$ cat src/rtl/mult_seq_nibble_pkg.sv
// Shared types and helpers for the nibble-serial multiplier.
//   state_e     : controller states (IDLE, CALC, DONE)
//   NIB_W       : width of one operand slice fed to the 4x4 multiplier
//   step_count  : number of nibble-pair steps for a given nibble count
//   step_cnt_w  : width of the step counter for a given nibble count
package mult_seq_nibble_pkg;

  typedef enum logic [1:0] {
    IDLE = 2'd0,
    CALC = 2'd1,
    DONE = 2'd2
  } state_e;

  localparam int NIB_W = 4;

  function automatic int step_count(input int n_nib);
    return n_nib * n_nib;
  endfunction

  // A single-nibble operand still needs a one-bit counter.
  function automatic int step_cnt_w(input int n_nib);
    return (n_nib * n_nib > 1) ? $clog2(n_nib * n_nib) : 1;
  endfunction

endpackage

$ cat src/rtl/mult_seq_nibble_if.sv
// Bundle of the multiplier's handshake and side-multiplier signals.
//   in_valid/in_ready/in_a/in_b     : operand channel (into the block)
//   nib_a/nib_b/nib_prod            : link to the external 4x4 multiplier
//   out_valid/out_ready/out_prod    : product channel (out of the block)
//   busy                            : block is in CALC or DONE
// slave  : the multiplier block itself
// master : its surroundings (operand source, consumer, 4x4 multiplier)
interface mult_seq_nibble_if #(
  parameter int IN_W = 8
);

  logic                                  in_valid;
  logic                                  in_ready;
  logic [IN_W-1:0]                       in_a;
  logic [IN_W-1:0]                       in_b;
  logic [mult_seq_nibble_pkg::NIB_W-1:0] nib_a;
  logic [mult_seq_nibble_pkg::NIB_W-1:0] nib_b;
  logic [2*mult_seq_nibble_pkg::NIB_W-1:0] nib_prod;
  logic                                  out_valid;
  logic                                  out_ready;
  logic [2*IN_W-1:0]                     out_prod;
  logic                                  busy;

  modport slave (
    input  in_valid, in_a, in_b, nib_prod, out_ready,
    output in_ready, nib_a, nib_b, out_valid, out_prod, busy
  );

  modport master (
    output in_valid, in_a, in_b, nib_prod, out_ready,
    input  in_ready, nib_a, nib_b, out_valid, out_prod, busy
  );

endinterface

$ cat src/rtl/mult_seq_nibble_nib_select.sv
// Nibble-pair selector for step k of the nibble-serial multiply.
//   a_i, b_i  : latched operands
//   k_i       : step index, i = k mod N_NIB (a slice), j = k div N_NIB (b slice)
//   nib_a_o   : a[4i+3:4i]
//   nib_b_o   : b[4j+3:4j]
//   shift_o   : weight of the partial product, 4*(i+j)
module mult_seq_nibble_nib_select
  import mult_seq_nibble_pkg::*;
#(
  parameter int IN_W  = 8,
  parameter int N_NIB = IN_W / NIB_W,
  parameter int K_W   = step_cnt_w(N_NIB),
  parameter int SH_W  = $clog2(2 * IN_W)
) (
  input  logic [IN_W-1:0]  a_i,
  input  logic [IN_W-1:0]  b_i,
  input  logic [K_W-1:0]   k_i,
  output logic [NIB_W-1:0] nib_a_o,
  output logic [NIB_W-1:0] nib_b_o,
  output logic [SH_W-1:0]  shift_o
);

  always_comb begin : sel
    int i;
    int j;
    i = int'(k_i) % N_NIB;
    j = int'(k_i) / N_NIB;
    // Shifting instead of a variable part-select keeps index widths trivial.
    nib_a_o = NIB_W'(a_i >> (NIB_W * i));
    nib_b_o = NIB_W'(b_i >> (NIB_W * j));
    shift_o = SH_W'(NIB_W * (i + j));
  end

endmodule

$ cat src/rtl/mult_seq_nibble.sv
// Sequential unsigned IN_W x IN_W multiplier that time-shares one external
// 4x4 -> 8 multiplier. Operands are latched on the input handshake, one
// nibble pair per cycle is presented on nib_a/nib_b, and each returned
// partial product is shifted into place and accumulated. The full product
// is then held on out_prod until the consumer takes it.
//   clk  : clock, rising edge
//   rst  : synchronous, active-high reset
//   bus  : operand channel, 4x4 multiplier link, product channel, busy
module mult_seq_nibble
  import mult_seq_nibble_pkg::*;
#(
  parameter int IN_W = 8
) (
  input logic              clk,
  input logic              rst,
  mult_seq_nibble_if.slave bus
);

  localparam int N_NIB  = IN_W / NIB_W;
  localparam int N_STEP = step_count(N_NIB);
  localparam int K_W    = step_cnt_w(N_NIB);
  localparam int P_W    = 2 * IN_W;
  localparam int SH_W   = $clog2(P_W);
  localparam logic [K_W-1:0] K_LAST = K_W'(N_STEP - 1);

  state_e           state_q;
  logic [IN_W-1:0]  a_q, b_q;
  logic [K_W-1:0]   k_q;
  logic [P_W-1:0]   acc_q;
  logic [P_W-1:0]   out_prod_q;
  logic [NIB_W-1:0] nib_a_q, nib_b_q;
  logic [SH_W-1:0]  shift_q;
  logic             in_ready_q, out_valid_q, busy_q;

  logic [IN_W-1:0]  a_d, b_d;
  logic [K_W-1:0]   k_d;
  logic             nib_ld_d;
  logic [NIB_W-1:0] sel_nib_a, sel_nib_b;
  logic [SH_W-1:0]  sel_shift;
  logic [P_W-1:0]   acc_sum;

  // The nibble for the upcoming step is chosen from next-state operands and
  // counter so that nib_a/nib_b come straight out of flops.
  always_comb begin
    a_d      = a_q;
    b_d      = b_q;
    k_d      = k_q;
    nib_ld_d = 1'b0;
    case (state_q)
      IDLE: begin
        if (bus.in_valid) begin
          a_d      = bus.in_a;
          b_d      = bus.in_b;
          k_d      = '0;
          nib_ld_d = 1'b1;
        end
      end
      CALC: begin
        if (k_q != K_LAST) begin
          k_d      = k_q + K_W'(1);
          nib_ld_d = 1'b1;
        end
      end
      default: ;
    endcase
  end

  mult_seq_nibble_nib_select #(
    .IN_W  (IN_W),
    .N_NIB (N_NIB),
    .K_W   (K_W),
    .SH_W  (SH_W)
  ) u_nib_select (
    .a_i     (a_d),
    .b_i     (b_d),
    .k_i     (k_d),
    .nib_a_o (sel_nib_a),
    .nib_b_o (sel_nib_b),
    .shift_o (sel_shift)
  );

  // Partial product of the current step, placed at weight 4*(i+j).
  // The full product fits P_W bits, so the sum cannot overflow.
  assign acc_sum = acc_q + (P_W'(bus.nib_prod) << shift_q);

  always_ff @(posedge clk) begin
    if (rst) begin
      state_q     <= IDLE;
      a_q         <= '0;
      b_q         <= '0;
      k_q         <= '0;
      acc_q       <= '0;
      out_prod_q  <= '0;
      nib_a_q     <= '0;
      nib_b_q     <= '0;
      shift_q     <= '0;
      in_ready_q  <= 1'b1;
      out_valid_q <= 1'b0;
      busy_q      <= 1'b0;
    end else begin
      a_q     <= a_d;
      b_q     <= b_d;
      k_q     <= k_d;
      // Outside an active step the multiplier inputs rest at zero.
      nib_a_q <= nib_ld_d ? sel_nib_a : '0;
      nib_b_q <= nib_ld_d ? sel_nib_b : '0;
      shift_q <= nib_ld_d ? sel_shift : '0;
      case (state_q)
        IDLE: begin
          if (bus.in_valid) begin
            acc_q      <= '0;
            in_ready_q <= 1'b0;
            busy_q     <= 1'b1;
            state_q    <= CALC;
          end
        end
        CALC: begin
          acc_q <= acc_sum;
          if (k_q == K_LAST) begin
            out_prod_q  <= acc_sum;
            out_valid_q <= 1'b1;
            state_q     <= DONE;
          end
        end
        DONE: begin
          if (bus.out_ready) begin
            out_valid_q <= 1'b0;
            in_ready_q  <= 1'b1;
            busy_q      <= 1'b0;
            state_q     <= IDLE;
          end
        end
        default: state_q <= IDLE;
      endcase
    end
  end

  assign bus.in_ready  = in_ready_q;
  assign bus.out_valid = out_valid_q;
  assign bus.out_prod  = out_prod_q;
  assign bus.busy      = busy_q;
  assign bus.nib_a     = nib_a_q;
  assign bus.nib_b     = nib_b_q;

endmodule

$ cat src/flat_wrapper.sv
// flat-port wrapper written by rule: the top's interface ports become plain ports
module mult_seq_nibble_flat import mult_seq_nibble_pkg::*;
#(
  parameter int IN_W = 8
)
  (clk, rst, bus_in_valid, bus_in_a, bus_in_b, bus_nib_prod, bus_out_ready, bus_in_ready, bus_nib_a, bus_nib_b, bus_out_valid, bus_out_prod, bus_busy);
  mult_seq_nibble_if #(.IN_W(IN_W)) bus_i ();
  input logic clk;
  input logic rst;
  input wire logic [$bits(bus_i.in_valid)-1:0] bus_in_valid;
  input wire logic [$bits(bus_i.in_a)-1:0] bus_in_a;
  input wire logic [$bits(bus_i.in_b)-1:0] bus_in_b;
  input wire logic [$bits(bus_i.nib_prod)-1:0] bus_nib_prod;
  input wire logic [$bits(bus_i.out_ready)-1:0] bus_out_ready;
  output wire logic [$bits(bus_i.in_ready)-1:0] bus_in_ready;
  output wire logic [$bits(bus_i.nib_a)-1:0] bus_nib_a;
  output wire logic [$bits(bus_i.nib_b)-1:0] bus_nib_b;
  output wire logic [$bits(bus_i.out_valid)-1:0] bus_out_valid;
  output wire logic [$bits(bus_i.out_prod)-1:0] bus_out_prod;
  output wire logic [$bits(bus_i.busy)-1:0] bus_busy;
  assign bus_i.in_valid = bus_in_valid;
  assign bus_i.in_a = bus_in_a;
  assign bus_i.in_b = bus_in_b;
  assign bus_i.nib_prod = bus_nib_prod;
  assign bus_i.out_ready = bus_out_ready;
  assign bus_in_ready = bus_i.in_ready;
  assign bus_nib_a = bus_i.nib_a;
  assign bus_nib_b = bus_i.nib_b;
  assign bus_out_valid = bus_i.out_valid;
  assign bus_out_prod = bus_i.out_prod;
  assign bus_busy = bus_i.busy;
  mult_seq_nibble #(.IN_W(IN_W)) u_core (.clk(clk), .rst(rst), .bus(bus_i));
endmodule
$ cat config.mk
export PLATFORM = sky130hd
export DESIGN_NAME = mult_seq_nibble_flat
export DESIGN_NICKNAME = d
export VERILOG_FILES = /design/src/rtl/mult_seq_nibble_pkg.sv /design/src/rtl/mult_seq_nibble_if.sv /design/src/rtl/mult_seq_nibble_nib_select.sv /design/src/rtl/mult_seq_nibble.sv /design/src/flat_wrapper.sv
export SDC_FILE = /design/constraint.sdc
export NUM_CORES = 1
export LEC_CHECK = 0
export CAP_MARGIN = 20
export CORE_MARGIN = 2
export CORE_UTILIZATION = 63
export CTS_CLUSTER_SIZE = 24
export DETAILED_ROUTE_END_ITERATION = 10
export DONT_BUFFER_PORTS = 1
export GPL_TIMING_DRIVEN = 0
export PLACE_DENSITY = 0.85
export SLEW_MARGIN = 15
export SYNTH_ARGS = -nofsm -noshare
export SYNTH_HDL_FRONTEND = slang
export SYNTH_HIERARCHICAL = 1
export SYNTH_SLANG_ARGS = --single-unit
$ cat constraint.sdc
create_clock -name clk -period 3.2 [get_ports clk]
set_input_delay 0.32 -clock clk [delete_from_list [all_inputs] [get_ports clk]]
set_output_delay 0.32 -clock clk [all_outputs]
set_load 0.02 [all_outputs]
# ---- Word-level counts from Yosys, hierarchy flattened
# Cells that the tools add are included.
dict set report op_classes {
  addsub 3
  multipliers 0
  n_reduce_logical 10
  mux 24
  shift 3
  bitwise_logic 1
  div_mod_pow 0
  order_cmp 0
  eq_ne 7
}
# cell count
set ops {}
lappend ops {{8-bit two-way mux} 4}
lappend ops {{16-bit case mux with 2 select lines} 1}
lappend ops {{16-bit adder} 1}
lappend ops {{16-bit two-way mux} 1}
lappend ops {{8-bit by 4-bit left shift with 16-bit output} 1}
lappend ops {{8-bit by 3-bit >> shifter with 4-bit output} 2}
lappend ops {{2-bit two-way mux} 5}
lappend ops {{3-bit AND reduction} 3}
lappend ops {{1-bit case mux with 2 select lines} 4}
lappend ops {{1-bit two-way mux} 7}
lappend ops {{2-bit != test, second input constant} 3}
lappend ops {{2-bit case mux with 3 select lines} 1}
lappend ops {{2-bit nonzero test} 3}
lappend ops {{2-bit == test, second input constant} 2}
lappend ops {{2-bit case mux with 2 select lines} 1}
lappend ops {{2-bit AND reduction} 2}
lappend ops {{1-bit by 1-bit adder with 2-bit output} 1}
lappend ops {{2-bit by 1-bit adder with 2-bit output, second input constant} 1}
lappend ops {{2-bit by 1-bit == test with 1-bit output, second input constant} 1}
lappend ops {{2-bit logical NOT} 1}
lappend ops {{2-bit by 1-bit != test with 1-bit output, second input constant} 1}
lappend ops {{2-bit OR reduction} 1}
lappend ops {{1-bit NOT} 1}
dict set report totals {
  mem_bits_ro 0
  ramBits 0
  latch_bits 0
  elab_cells 61
  mem_count 0
  out_inout_bits 27
  in_bits 28
  reg_bits 67
}

# ---- Longest topological paths before layout
# Gate-level depths: netlist (run 1).
dict set report logic_depth {
  word_depth 5
  mapped_depth 16
  ltp_nobuf 13
}

# ---- Cells and area by module
# The synthesis (run 1) kept the hierarchy.
# mod instances cells_per_inst seq_area_each_um2 area_each_um2
set modules_own_cells {}
lappend modules_own_cells {mult_seq_nibble 1 407 1341.3 3519.6}
lappend modules_own_cells {mult_seq_nibble_nib_select 1 12 0.0 121.4}

# ---- Worst setup path before layout (run 1)
# No wires, ideal clock.
dict set report synth_timing {
  path_type {register to register}
  startpoint {register u_core.shift_q[0]}
  endpoint {register u_core.acc_q[12]}
  path_slack_ps 353
  t_required_ps 3069
  synth_period_minus_slack_ps 2847
  path_stages_with_launch 14
  arrival_time_ps 2717
  setup_time_ps 131
  n_path_buf 2
  cell_sequence {dfxtp_1 > clkbuf_1 > clkbuf_1 > nor2_1 > nand2_1 > nor3_1 > ha_1 > fa_1 > a21o_1 > a221oi_2 > o21ai_1 > a21boi_1 > xor2_1 > o22ai_1}
}
dict set report synth_between {
  elab_chain_cells 3
}
# item line
set synth_rtl {}
lappend synth_rtl {{start: declaration} mult_seq_nibble.sv:32} ;# logic [SH_W-1:0] shift_q;
lappend synth_rtl {{start signal: assignment} mult_seq_nibble.sv:107} ;# shift_q <= nib_ld_d ? sel_shift : '0;
lappend synth_rtl {{8-bit by 4-bit left shift with 16-bit output} mult_seq_nibble.sv:84} ;# assign acc_sum = acc_q + (P_W'(bus.nib_prod) << shift_q);
lappend synth_rtl {{16-bit adder} mult_seq_nibble.sv:84}
lappend synth_rtl {{16-bit case mux with 2 select lines} mult_seq_nibble.sv:108} ;# case (state_q)
lappend synth_rtl {{end signal: assignment} mult_seq_nibble.sv:118} ;# acc_q <= acc_sum;
lappend synth_rtl {{end: declaration} mult_seq_nibble.sv:29} ;# logic [P_W-1:0] acc_q;
# Every way passes these cells.
# A chain may end at the register's enable or synchronous reset.

# ---- Final worst setup path (run 1)
dict set report layout_timing {
  startpoint {register u_core.shift_q[1]}
  endpoint {register u_core.acc_q[8]}
}
# The elaborated chain is that of the path after synthesis.

==> results.cfg, run 1 <==
[outcome]
status = completed

[placed_design]
dp_hpwl_mm = 6.41
dp_cells = 492
port_buffers = 0
gp_routability_congestion = 0.916
dpl_cell_area_sq_um = 3730

[timing]
min_period_ps = 3110
slew_headroom_pct = 50.3
drv_slew = 0
period_share_pct = 97.3
fin_skew_ps = 10.1
rsz0062_at_grt = true
setup_viol = 0
max_freq_ghz = 0.321
tightest_slew_ps = 744
hold_viol_final = 0

[setup_path]
crit_top_cell = nand2_1
cp_slowest_cell = a221oi_4
required_ps = 3410
cp_max_fo = 10
max_stage_delay_ps = 420
crit_buf_inv = 3
critical_path_class = reg2reg
critical-path-top-delay-family = compound AO/OA/AOI/OAI gates
critPathArrivalTime_ps = 3320
crit_path_end_kind = register
crit_chain = clkbuf_4 > buf_8 > mux2i_2 > nand2_1 > nand2_1 > o21ai_1 > nor2b_1 > ha_2 > and3_1 > a221oi_4 > o21ai_4 > xor2_1 > buf_4 > a22oi_1 > nor2_1
startpoint_type = register

[synth]
synth_cell_types = 55
synth_area_sq_um = 3640
yosys_warnings = 6
synth.top_cell.area_share_pct = 36.8
netlist_instances = 419
yosysSeqAreaShare_pct = 36.8
synth_largest_area_cell = dfxtp_1
syn_avg_cell_area_sq_um = 8.69
synthFlopType = dfxtp_1
synth_edf_count = 0
ys_seq_elements = 67
async_flop_share_pct = 0
ys_top_cells_by_area = dfxtp_1, mux2_2, ha_1

[layout]
antennaDiodeCount = 0
fin_nets = 477
final_cells = 509
post_route_cells_drive_above_1_share_pct = 18.1
final_area_sq_um = 4050
syn2layout_area_growth_pct = 11.2

[clock_tree]
holdBufCountCts = 0
numCtsBuffers = 9
h-tree-depth = 3
cts.sinks = 67
clock_path_buffers = 2
cts_tree = yes
cts_root_buf = clkbuf_8
clock_latency_ps = 340
cts.clk_slew.worst_paths_ps = 70

[die]
die_h_um = 80.0
design.core.area_sq_um = 5540
fp.dieArea_sq_um = 6400
num_rows = 27
ios = 55
die_w_um = 80.0
initial_core_util_pct = 65.7

[power_and_ir_drop]
vdd_drop_max_mv = 0.376
powerDensity_nw_per_um2 = 496
leakage_nw = 1.60

[grt]
grt_pass1_wl_mm = 14.0
grt_usage_pct = 28.4
grt_pass1_vias = 2977
grt_start_max_net_pins = 13
grt-ovfl-total = 0
antenna_found_initial = 0

[routing]
wire_per_inst_um = 17.6
antenna_left = 0
dr.pass1.iters = 5
drt_iter0_markers = 280
drc_errors = 0
vias_per_cell = 6.25
via_count = 3183
wl_mm = 8.95

[flow_run]
drv_cap = 0

[hold_path]
worstHoldPathType = in2reg
worst reg2reg max path: stages (launching register included):
cell and delay [ps]:
dfxtp_1 290, clkbuf_4 160, buf_8 150, mux2i_2 150, nand2_1 70, nand2_1 80, o21ai_1 210, nor2b_1 230
ha_2 360, and3_1 200, a221oi_4 420, o21ai_4 120, xor2_1 180, buf_4 160, a22oi_1 140, nor2_1 60
kinds of logic after synthesis:
logic type,synth area share [%]
AND/OR/NAND/NOR,20.1
AO/OA/AOI/OAI,17.3
flip-flops,36.8
multiplexers,12.1
buffers and inverters,3.99
adder cells (fa/ha/maj),6.05
XOR/XNOR,3.57
other,0.103
worst paths after layout:
path | startpoint | end | slack, ps | depth (start not counted)
hold / removal | bus_out_ready | u_core/state_q[1] | 170 | 3
setup reg to reg | u_core/shift_q[1] | u_core/acc_q[8] | 90 | 15
hold reg to reg | u_core/acc_q[13] | u_core/acc_q[13] | 490 | 2
setup / recovery | u_core/shift_q[1] | u_core/acc_q[8] | 90 | 15
sequential cells by signal, indices dropped and copies added (netlist names), 4 cells and up:
name                 flops
u_core/bus.nib_a         4
u_core/bus.nib_b         4
u_core/b_q               8
u_core/bus.out_prod     16
u_core/acc_q            16
u_core/shift_q           4
u_core/a_q               8
area by class of cell:
| class | count | area (sq um) |
|---|---|---|
| well taps | 72 | 90.1 |
| clock buffers | 12 | 155 |
| inverters | 7 | 26.3 |
| flip-flops and latches | 67 | 1340 |
| repair buffers | 3 | 22.5 |
| multi-input cells | 320 | 2230 |
| fillers | 418 | 1490 |
| clock inverters | 4 | 48.8 |
| plain buffers | 24 | 128 |
layer usage:
| layer | GRT usage (%) | part of all wire [%] |
|---|---|---|
| met1 | 33.7 | 42 |
| met2 | 48.2 | 50 |
| met3 | 7.92 | 6.0 |
| met4 | 11.9 | 2.2 |
| met5 | 0 | 0 |
placed cells by master, fill, tap and decap left out, types with 5 or more instances in the layout:
master / count
nor2_1: 27
o21ai_0: 15
clkbuf_1: 13
a21oi_1: 35
and2_1: 30
nor2b_1: 5
xnor2_1: 8
dfxtp_1: 65
mux2i_1: 6
buf_4: 5
ha_1: 15
nand2_1: 51
clkbuf_8: 11
a21o_1: 5
mux2_2: 27
a22oi_1: 11
nand3_1: 11
power breakdown:
part | total [mW] | internal, mW | switching (mW)
combinational | 0.394 | 0.165 | 0.229
clock | 0.711 | 0.401 | 0.309
sequential | 0.901 | 0.870 | 0.0305
total | 2.01 | 1.44 | 0.569
Yosys cell counts (7+ instances only):
| cell type | instances |
|---|---|
| dfxtp_1 | 67 |
| nand2_1 | 51 |
| a21oi_1 | 37 |
| and2_1 | 30 |
| mux2_2 | 27 |
| nor2_1 | 27 |
| o21ai_0 | 20 |
| clkbuf_1 | 17 |
| ha_1 | 16 |
| a22oi_1 | 11 |
| nand3_1 | 11 |
| xnor2_1 | 8 |
| mux2i_1 | 7 |
repair_timing:
item	4_1_cts	5_1_grt
gates resized for setup	7	22
endpoints found under the hold margin	0	0
pin swaps	1	5
setup endpoints to repair	9	17
buffers inserted	1	2
stage by stage:
| stage | power, mW | hold slack (ps) | setup WS, ps | util [%] | setup TNS [ps] |
|---|---|---|---|---|---|
| after floorplan | 1.19 | 450 | 353 | - | 0 |
| after global placement | 1.25 | 461 | -59.0 | 67.4 | -310 |
| after detailed placement | 1.26 | 487 | -140 | 67.4 | -815 |
| after CTS | 1.98 | 158 | 11.5 | 71.5 | 0 |
| after global routing | 2.08 | 175 | -33.1 | 73.1 | -33.1 |
| final | 2.01 | 166 | 87.1 | 73.1 | 0 |
(Power assumes the default switching activity.)
==> run 2: changes to the inputs <==
--- a/config.mk
+++ b/config.mk
@@ -8,11 +8,10 @@
 export CAP_MARGIN = 20
 export CORE_MARGIN = 2
 export CORE_UTILIZATION = 63
-export CTS_CLUSTER_SIZE = 24
 export DETAILED_ROUTE_END_ITERATION = 10
 export DONT_BUFFER_PORTS = 1
 export GPL_TIMING_DRIVEN = 0
-export PLACE_DENSITY = 0.85
+export PLACE_DENSITY = 0.86
 export SLEW_MARGIN = 15
 export SYNTH_ARGS = -nofsm -noshare
 export SYNTH_HDL_FRONTEND = slang
==> run 2 against run 1 <==
Effect of this change:
- sequential share of layout area grew 0.48 points
- final area fell by 1.5%
- routed wire length is 5.7% lower
- core utilization is 1.1 points lower
- cell count is 0.20% lower
- critical path type unchanged
- via count fell by 2.6%
- maximum frequency increased by 1.5%
- flip-flop and latch count unchanged
- non-clock buffer count shrank 1
- worst hold slack improved by 16 ps
- global-route usage fell by 0.86 points
- critical path depth is 1 lower
==> results.cfg, run 2 (same netlist as run 1, synthesis figures left out) <==
[outcome]
status = completed

[layout]
final_cells = 508
syn2layout_area_growth_pct = 9.48
post_route_cells_drive_above_1_share_pct = 16.1
antennaDiodeCount = 0
final_area_sq_um = 3990
final_cell_mix = dfxtp_1, nand2_1, a21oi_1
fin_nets = 476
layout_commonest_cell = dfxtp_1
n_fill_cell = 417

[clock_tree]
holdBufCountCts = 0
h-tree-depth = 3
clock_path_buffers = 2
cts.clk_slew.worst_paths_ps = 70
clock_latency_ps = 340
cts_tree = yes
cts.sinks = 67
cts_root_buf = clkbuf_8
numCtsBuffers = 9

[grt]
grt_pass1_wl_mm = 13.5
antenna_found_initial = 0
grt_start_max_net_pins = 12
grt_pass1_vias = 2869
grt-ovfl-total = 0
grt_usage_pct = 27.6

[timing]
hold_viol_final = 0
drv_slew = 0
period_share_pct = 95.8
slew_headroom_pct = 56.8
fin_skew_ps = 9.09
min_period_ps = 3070
rsz0062_at_grt = true
max_freq_ghz = 0.326
fin_setup_tns_ps = 0
tightest_slew_ps = 646
setup_viol = 0

[setup_path]
ff2ff_setup_slack_ps = 130
crit_chain = clkbuf_4 > buf_6 > mux2i_2 > nand2_1 > o21ai_1 > mux2i_1 > nor2b_1 > ha_1 > and3_1 > a221oi_4 > o21ai_2 > xor2_1 > nand2_1 > a21oi_1
max_stage_delay_ps = 370
cp_slowest_cell = ha_1
required_ps = 3470
startpoint_type = register
critPathArrivalTime_ps = 3340
critical_path_class = reg2reg
crit_path_end_kind = register
cp_max_fo = 10
crit_top_cell = nand2_1

[routing]
drt_iter0_markers = 228
wire_per_inst_um = 16.6
antenna_left = 0
wl_mm = 8.44
via_count = 3100
drc_errors = 0
dr.pass1.iters = 5
vias_per_cell = 6.10

[placed_design]
dpl_cell_area_sq_um = 3730
dp_cells = 492
dp_hpwl_mm = 6.17
port_buffers = 0
gp_routability_congestion = 0.928

[die]
ios = 55
initial_core_util_pct = 65.7
design.core.area_sq_um = 5540
num_rows = 27
die_w_um = 80.0
die_h_um = 80.0
fp.dieArea_sq_um = 6400

[flow_run]
drv_cap = 0

[power_and_ir_drop]
vdd_drop_max_mv = 0.462
powerDensity_nw_per_um2 = 487
leakage_nw = 1.58

[hold_path]
worstHoldPathType = in2reg
## run 2: worst paths after layout
| check | cells after the start | startpoint | to |
|---|---|---|---|
| worst min-delay path | 3 | bus_out_ready | u_core/state_q[1] |
| worst max-delay path | 14 | u_core/shift_q[1] | u_core/bus.out_prod[8] |
| worst max register to register | 14 | u_core/shift_q[1] | u_core/bus.out_prod[8] |
| worst min register to register | 2 | u_core/acc_q[12] | u_core/acc_q[12] |
## run 2: layout make-up
type	instances	area, sq um	area share [%]
multi-input combinational	320	2200	55.3
sequential	67	1340	33.7
clock buffer	11	131	3.30
buffer	24	123	3.08
tap	72	90.1	2.26
clock inverter	5	53.8	1.35
inverter	7	26.3	0.659
timing repair buffer	2	15.0	0.377
## run 2: layer usage
layer	global-route usage [%]	wire, um	vias to the layer above
li1	-	-	1507
met3	6.90	412	21
met5	0	0	-
met1	32.2	3570	1477
met4	10.5	187	0
met2	48.3	4270	95
## run 2: power breakdown
part / internal, mW / switching (mW) / leakage, nW
registers: 0.870 / 0.0303 / 0.546
clock network: 0.358 / 0.316 / 0.0971
logic: 0.157 / 0.212 / 0.942
## run 2: worst max-delay path, delay by kind of cell (launching register included)
family,cells,cell delay (ps)
buffers and inverters,2,330
multiplexers,2,360
AND/OR/NAND/NOR,4,550
XOR/XNOR,1,290
AO/OA/AOI/OAI,4,780
adder cells (fa/ha/maj),1,370
flip-flops,1,310
## run 2: what timing repair did
action,4_1_cts,5_1_grt
setup endpoints to repair,9,15
resized for setup,5,13
pin swaps,1,6
buffers inserted,0,2
## run 2: through the flow
stage               utilization [%]  power [mW]  hold WS, ps  worst slack (ps)
global route                   72.0        2.03          193             -6.43
global placement               67.4        1.25          474             -5.54
detailed placement             67.4        1.26          482             -3.68
floorplan                         -        1.19          450               353
CTS                            71.0        1.94          165              31.9
finish                         72.0        1.94          183               134
==> run 3: changes to the inputs <==
--- a/config.mk
+++ b/config.mk
@@ -11,6 +11,7 @@
 export DETAILED_ROUTE_END_ITERATION = 10
 export DONT_BUFFER_PORTS = 1
 export GPL_TIMING_DRIVEN = 0
+export HOLD_SLACK_MARGIN = 0.05
 export PLACE_DENSITY = 0.86
 export SLEW_MARGIN = 15
 export SYNTH_ARGS = -nofsm -noshare
==> results of run 3 <==
The final DEF is identical to that of run 2; final timing and power are the same.
